File: config.mk
export PLATFORM = sky130hd
export DESIGN_NAME = core_sequencer
export DESIGN_NICKNAME = d
export VERILOG_FILES = /design/src/rtl/core_sequencer.sv
export SDC_FILE = /design/constraint.sdc
export NUM_CORES = 1
export LEC_CHECK = 0
export ABC_AREA = 1
export BUFFER_PORTS_ARGS = -buffer_cell sky130_fd_sc_hd__buf_2
export CORE_MARGIN = 2
export CORE_UTILIZATION = 57
export CTS_BUF_LIST = sky130_fd_sc_hd__clkbuf_2
export DETAILED_ROUTE_END_ITERATION = 12
export PLACE_DENSITY = 0.94
export SYNTH_ARGS = -nofsm -noshare
export SYNTH_HDL_FRONTEND = slang
export SYNTH_SLANG_ARGS = --single-unit
File: constraint.sdc
create_clock -name clk -period 3.7 [get_ports clk]
set_clock_uncertainty 0.2 [all_clocks]
set_input_delay 0.555 -clock clk [delete_from_list [all_inputs] [get_ports clk]]
set_output_delay 0.555 -clock clk [all_outputs]
set_load 0.02 [all_outputs]
File: src/rtl/core_sequencer.sv
// core_sequencer: multi-cycle control FSM for the 9-bit accumulator core.
// Walks each instruction through fetch, decode, execute, an optional memory
// wait and writeback. It owns the PC, resolves conditional jumps through the
// external jump LUT, and runs the start/done program handshake.
//
// state   | meaning
// --------+------------------------------------------------------------
// IDLE    | after reset, waiting for start
// FETCH   | imem_rd high, IMEM addressed with pc
// DECODE  | dec_do strobe; decoder latches ucode for the rest of the instr
// EXEC    | branch condition and LUT index registered, next path chosen
// MEMWAIT | DMEM read/write held until dm_ready
// WB      | optional RF write, pc advances or jumps
// HALT    | program finished; done high, start relaunches
module core_sequencer #(
  parameter int              PC_W     = 10,
  parameter logic [PC_W-1:0] START_PC = '0,
  parameter int              CNT_W    = 16
) (
  input  logic             clk,
  input  logic             reset,
  input  logic             start,
  output logic             done,
  output logic             busy,
  output logic [PC_W-1:0]  imem_addr,
  output logic             imem_rd,
  output logic             dec_do,
  input  logic             uc_ex_jump,
  input  logic             uc_jump_on_zero,
  input  logic             uc_signal_done,
  input  logic             uc_in_use_dmem,
  input  logic             uc_out_rf_write,
  input  logic             uc_out_dm_write,
  input  logic [4:0]       uc_imm,
  input  logic             acc_is_zero,
  output logic [4:0]       jmp_idx,
  input  logic [PC_W-1:0]  jmp_target,
  output logic             dm_re,
  output logic             dm_we,
  input  logic             dm_ready,
  output logic             rf_we,
  output logic [CNT_W-1:0] cycle_count
);

  typedef enum logic [2:0] {
    S_IDLE    = 3'd0,
    S_FETCH   = 3'd1,
    S_DECODE  = 3'd2,
    S_EXEC    = 3'd3,
    S_MEMWAIT = 3'd4,
    S_WB      = 3'd5,
    S_HALT    = 3'd6
  } state_t;

  state_t           state_q, state_d;
  logic [PC_W-1:0]  pc_q, pc_d;
  logic [4:0]       jmp_idx_q, jmp_idx_d;
  logic             taken_q, taken_d;
  logic [CNT_W-1:0] cnt_q, cnt_d;
  logic             busy_w;

  // State register; reset wins over every in-flight instruction.
  always_ff @(posedge clk) begin
    if (reset) begin
      state_q   <= S_IDLE;
      pc_q      <= START_PC;
      jmp_idx_q <= '0;
      taken_q   <= 1'b0;
      cnt_q     <= '0;
    end else begin
      state_q   <= state_d;
      pc_q      <= pc_d;
      jmp_idx_q <= jmp_idx_d;
      taken_q   <= taken_d;
      cnt_q     <= cnt_d;
    end
  end

  // Next-state, PC/branch bookkeeping and per-state strobes.
  always_comb begin
    state_d   = state_q;
    pc_d      = pc_q;
    jmp_idx_d = jmp_idx_q;
    taken_d   = taken_q;
    cnt_d     = cnt_q;
    imem_rd   = 1'b0;
    dec_do    = 1'b0;
    dm_re     = 1'b0;
    dm_we     = 1'b0;
    rf_we     = 1'b0;

    busy_w = (state_q == S_FETCH) || (state_q == S_DECODE) ||
             (state_q == S_EXEC)  || (state_q == S_MEMWAIT) ||
             (state_q == S_WB);

    // Busy-cycle counter sticks at all-ones rather than wrapping.
    if (busy_w && (cnt_q != {CNT_W{1'b1}})) begin
      cnt_d = cnt_q + 1'b1;
    end

    unique case (state_q)
      S_IDLE, S_HALT: begin
        if (start) begin
          pc_d    = START_PC;
          cnt_d   = '0;
          state_d = S_FETCH;
        end
      end
      S_FETCH: begin
        imem_rd = 1'b1;
        state_d = S_DECODE;
      end
      S_DECODE: begin
        dec_do  = 1'b1;
        state_d = S_EXEC;
      end
      S_EXEC: begin
        jmp_idx_d = uc_imm;
        taken_d   = uc_ex_jump & (acc_is_zero == uc_jump_on_zero);
        if (uc_signal_done) begin
          state_d = S_HALT;
        end else if (uc_in_use_dmem || uc_out_dm_write) begin
          state_d = S_MEMWAIT;
        end else begin
          state_d = S_WB;
        end
      end
      S_MEMWAIT: begin
        dm_re = uc_in_use_dmem;
        dm_we = uc_out_dm_write;
        if (dm_ready) begin
          state_d = S_WB;
        end
      end
      S_WB: begin
        // A store already committed in MEMWAIT; it must not also hit the RF.
        rf_we   = uc_out_rf_write & ~uc_out_dm_write;
        // Jump resolves here, so the fall-through word is never fetched.
        pc_d    = taken_q ? jmp_target : pc_q + 1'b1;
        state_d = S_FETCH;
      end
      default: begin
        state_d = S_IDLE;
      end
    endcase
  end

  // Status and address outputs come straight from the registered state.
  always_comb begin
    busy        = busy_w;
    done        = (state_q == S_HALT);
    imem_addr   = pc_q;
    jmp_idx     = jmp_idx_q;
    cycle_count = cnt_q;
  end

endmodule

# Word level (Yosys, flattened, before mapping)

Index checks and enable logic that the tools add are counted.

Bits of input ports: 26
Register bits after elaboration: 35
Output and inout port bits: 38

Muxes and demuxes: 16
Bitwise logic cells: 3
Equal/unequal tests: 10
Reductions and logical operators: 11
$add $sub $neg: 2

Operators by type and width:

| kind                    | number |
|---|---|
| $mux W16                | 3 |
| $mux W10                | 2 |
| $pmux W10 S2            | 1 |
| $pmux W3 S6             | 1 |
| $add A16 B1 Y16 const B | 1 |
| $ne A16 B16 Y1 const B  | 1 |
| $add A10 B1 Y10 const B | 1 |
| $eq A3 B3 Y1 const B    | 3 |
| $eq A3 B2 Y1 const B    | 2 |
| $mux W1                 | 6 |
| $mux W3                 | 2 |
| $logic_or A1 B1 Y1      | 5 |
| $ne A2 B2 Y1 const B    | 2 |
| $reduce_and A2 Y1       | 2 |
| $eq A3 B1 Y1 const B    | 1 |
| $logic_not A3 Y1        | 1 |
| $and A1 B1 Y1           | 2 |
| $mux W2                 | 1 |
| $reduce_bool A2 Y1      | 1 |
| $reduce_or A2 Y1        | 1 |
| $eq A1 B1 Y1            | 1 |
| $logic_and A1 B1 Y1     | 1 |
| $not A1 Y1              | 1 |

# Longest topological paths before layout

Depth after elaboration: 9
Gate-level depth with buffers: 10
Mapped depth without buffers: 10

# Worst setup path after synthesis

No wires, ideal clock.

Path kind: reg2reg
Start point: register cnt_q[0] (netlist: cycle_count[0])
End point: register cnt_q[12] (netlist: cycle_count[12])
Setup time: 115 ps
Path buffers: 1
Cell stages (with the launch flop): 10
Period minus slack after synthesis: 1,854 ps
Slack: 1,846 ps
Arrival time: 1,539 ps
Required time: 3,385 ps
Path through: dfxtp_1 ha_1 nand2_1 nor2_2 nand2_1 nor2_2 nor2_4 buf_6 a21oi_1 nor2_1

Word-level cells in the longest chain between the ends: 5
Elaborated cells on any way between the ends: 6
Those cells by class: 1 x add/sub; 1 x eq/ne; 3 x mux; 1 x reduce/logical

RTL lines:

| what                                                                    | RTL line | source |
|---|---|---|
| start: declaration                                                      | 59       | `logic [CNT_W-1:0] cnt_q, cnt_d;` |
| start signal: assignment                                                | 75       | `cnt_q <= cnt_d;` |
| parallel branches: the longest is 2 deep, another holds $add A16 B1 Y16 | -        |  |
| $mux W16 *                                                              | 97       | `if (busy_w && (cnt_q != {CNT_W{1'b1}})) begin` |
| $mux W16                                                                | 103      | `if (start) begin` |
| $mux W16 *                                                              | 101      | `unique case (state_q)` |

Mark *: on every way between the ends.
A chain may end at the register's enable or synchronous reset.

# Worst setup path in the final report

Start point: register state_q[2]
End point: output port rf_we

Word-level cells in the longest chain between the ends: 2

RTL lines:

| what                     | RTL line | source |
|---|---|---|
| start: declaration       | 55       | `state_t state_q, state_d;` |
| start signal: assignment | 71       | `state_q <= state_d;` |
| $eq A3 B3 Y1             | 101      |  |
| $mux W1                  | 101      |  |
| end: declaration         | 41       | `output logic rf_we,` |

Every way passes these cells.

==> out/metrics.yaml <==
final_common_cell: "nand2_1"
hp-class: "primary input to register"
via_per_inst: 5.25
leakage_nw: 1.19
synth_edf_count: 0
yosysTopAreaCell: "dfxtp_1"
ys_seq_area_frac: 0.340
grt_max_degree: 25
drive_gt1_frac: 0.228
cts_resized: 0
grt_pass1_wl_mm: 8.51
worstPathArrival_ns: 1.51
worstSetupPathType: "register to output pin"
clk_path_buf_depth: 2
finalSetupTns_ns: 0
cts.htree.levels: 2
power_frac_seq: 0.414
fin_crit_ns: 2.27
fin_nets: 418
dieArea_um2: 4110
cp_max_fo: 10
placed_area_um2: 2400
hold_viol_final: 0
top_usage_layer: "met2"
drt-total-wl_mm: 4.93
drtIter0Drc: 136
grt_antenna_before_repair: 0
synthCells: 325
rows: 21
whs_ns: 0.189
power_switching_share: 0.462
final_core_util: 0.718
gp_congestion: 0.914
clkTransAtPathRegs_ns: 0.16
gr-usage-met3: 0.0669
tightestPinTransition_ns: 0.544
p_comb_frac: 0.431
areaGrowthSynthToFinish_pct: 18.3
yosysWarnings: 0
grt_util_met1: 0.298
synth.avg_cell_area_um2: 6.33
dr.pass1.iters: 4
slew_viol_final: 0
yosys_register_bits: 35
cts_buffers: 5
p_int_mw: 0.601
synth_nets: 353
boundaryPins: 64
timing.fmax_mhz: 441
dp.final_hpwl_mm: 3.61
core_area_um2: 3390
grt_overflow: 0
grtUsageMet2: 0.474
cts_tree: "built"
crit_slowest_cell: "dfxtp_1"
drc: 0
yosys_most_used_dff: "dfxtp_1"
start_util: 0.607
final_cell_mix: "92 x nand2_1, 63 x buf_2, 54 x nor2_1, 36 x inv_1, 35 x dfxtp_1"
cts_setup_buffers: 0
crit_required_ns: 2.94
p_per_area_nw_per_um2: 459
clk_latency_ns: 0.39
port_buffers: 63
vdd_drop_max_uv: 344
clockPowerShare: 0.155
async_flop_share: 0
status: "complete, no violations"
die_width_um: 64.1
wl_per_cell_um: 11.3
setup_violations: 0
cts-root-buf: "clkbuf_2"
synth_area_leaders: "dfxtp_1 34%, nand2_1 17%, nor2_1 9.8%"
timing.critical_path.to_type: "output pin"
relSlewSlack: 0.636
maxCapViolCount: 0
critPathMaxStageDelay_ns: 0.44
grt_use_total: 0.261
cp-start-kind: "register"
vias: 2294
period_share: 0.613
cts_hold_buf: 0
synth_cell_types: 24
stdcell_area_um2: 2430
diodes: 0
p_switching_mw: 0.517
rsz0062_at_grt: "false"
syn-cell-area_um2: 2060
clock-sinks: 35
die_h_um: 64.1
grt_pass1_vias: 2078
cp_cell_sequence: "inv_2, nor2_4, nand2_4, nor2_1, buf_2"
ant_nets: 0
yosysTopAreaCellShare: 0.340
[stage by stage]
| step | power (mW) | instances | setup WS, ns |
|---|---|---|---|
| CTS | 1.12 | 437 | 1.42 |
| detailed placement | 0.947 | 429 | 1.64 |
| floorplan | 0.856 | 325 | 1.85 |
| global route | 1.20 | 437 | 1.31 |
| global placement | 0.934 | 429 | 1.73 |
| finish | 1.12 | 437 | 1.43 |
[registers in the layout (all words and copies together), names as in the netlist]
signal / flops
cycle_count: 16
state_q: 3
taken_q: 1
imem_addr: 10
jmp_idx: 5
[worst max-delay path: cells and delay by family (launching register included)]
family	cells	cell delay (ns)
flops	1	0.44
simple gates	3	0.42
buf+inv	2	0.28
[final timing paths]
path | endpoint | start | slack (ns) | cells past startpoint
min | jmp_idx[4] | uc_imm[4] | 0.19 | 3
max | rf_we | state_q[2] | 1.43 | 5
min reg2reg | imem_addr[3] | imem_addr[3] | 0.31 | 2
max reg2reg | cycle_count[9] | cycle_count[0] | 1.61 | 9
[cell usage after synthesis (5+ instances only)]
cell type and n:
a21oi_1 24, dfxtp_1 35, inv_1 36, inv_2 5, nand2_1 92, nand3_1 21
nand4_1 5, nor2_1 54, nor3_1 8, o21ai_0 13, xor2_1 5
[power by group through the flow]
stage,combinational [mW],sequential [mW],clock (mW)
floorplan,0.365,0.492,0
global placement,0.467,0.466,0
detailed placement,0.478,0.469,0
CTS,0.484,0.462,0.176
global route,0.533,0.469,0.194
finish,0.482,0.463,0.173
[layout make-up]
class | count | area, um2
tap | 46 | 57.6
timing repair buffer | 63 | 315
fill | 286 | 955
inverter | 41 | 154
sequential | 35 | 701
multi-input combinational | 244 | 1170
clock inverter | 2 | 7.51
clock buffer | 6 | 30.0
[cell families after synthesis]
logic type               after synthesis  share of synthesized area
buffers and inverters                 46                     0.0912
flip-flops                            35                      0.340
XOR/XNOR                               7                     0.0298
adder cells (fa/ha/maj)                2                     0.0122
AND/OR/NAND/NOR                      193                      0.409
AO/OA/AOI/OAI                         42                      0.117
[layer usage]
layer | vias to the layer above | share of wire
met5 | - | 0
met4 | 0 | 0.013
met3 | 7 | 0.069
met2 | 81 | 0.50
met1 | 1041 | 0.42
li1 | 1165 | -
(Power assumes the default switching activity.)
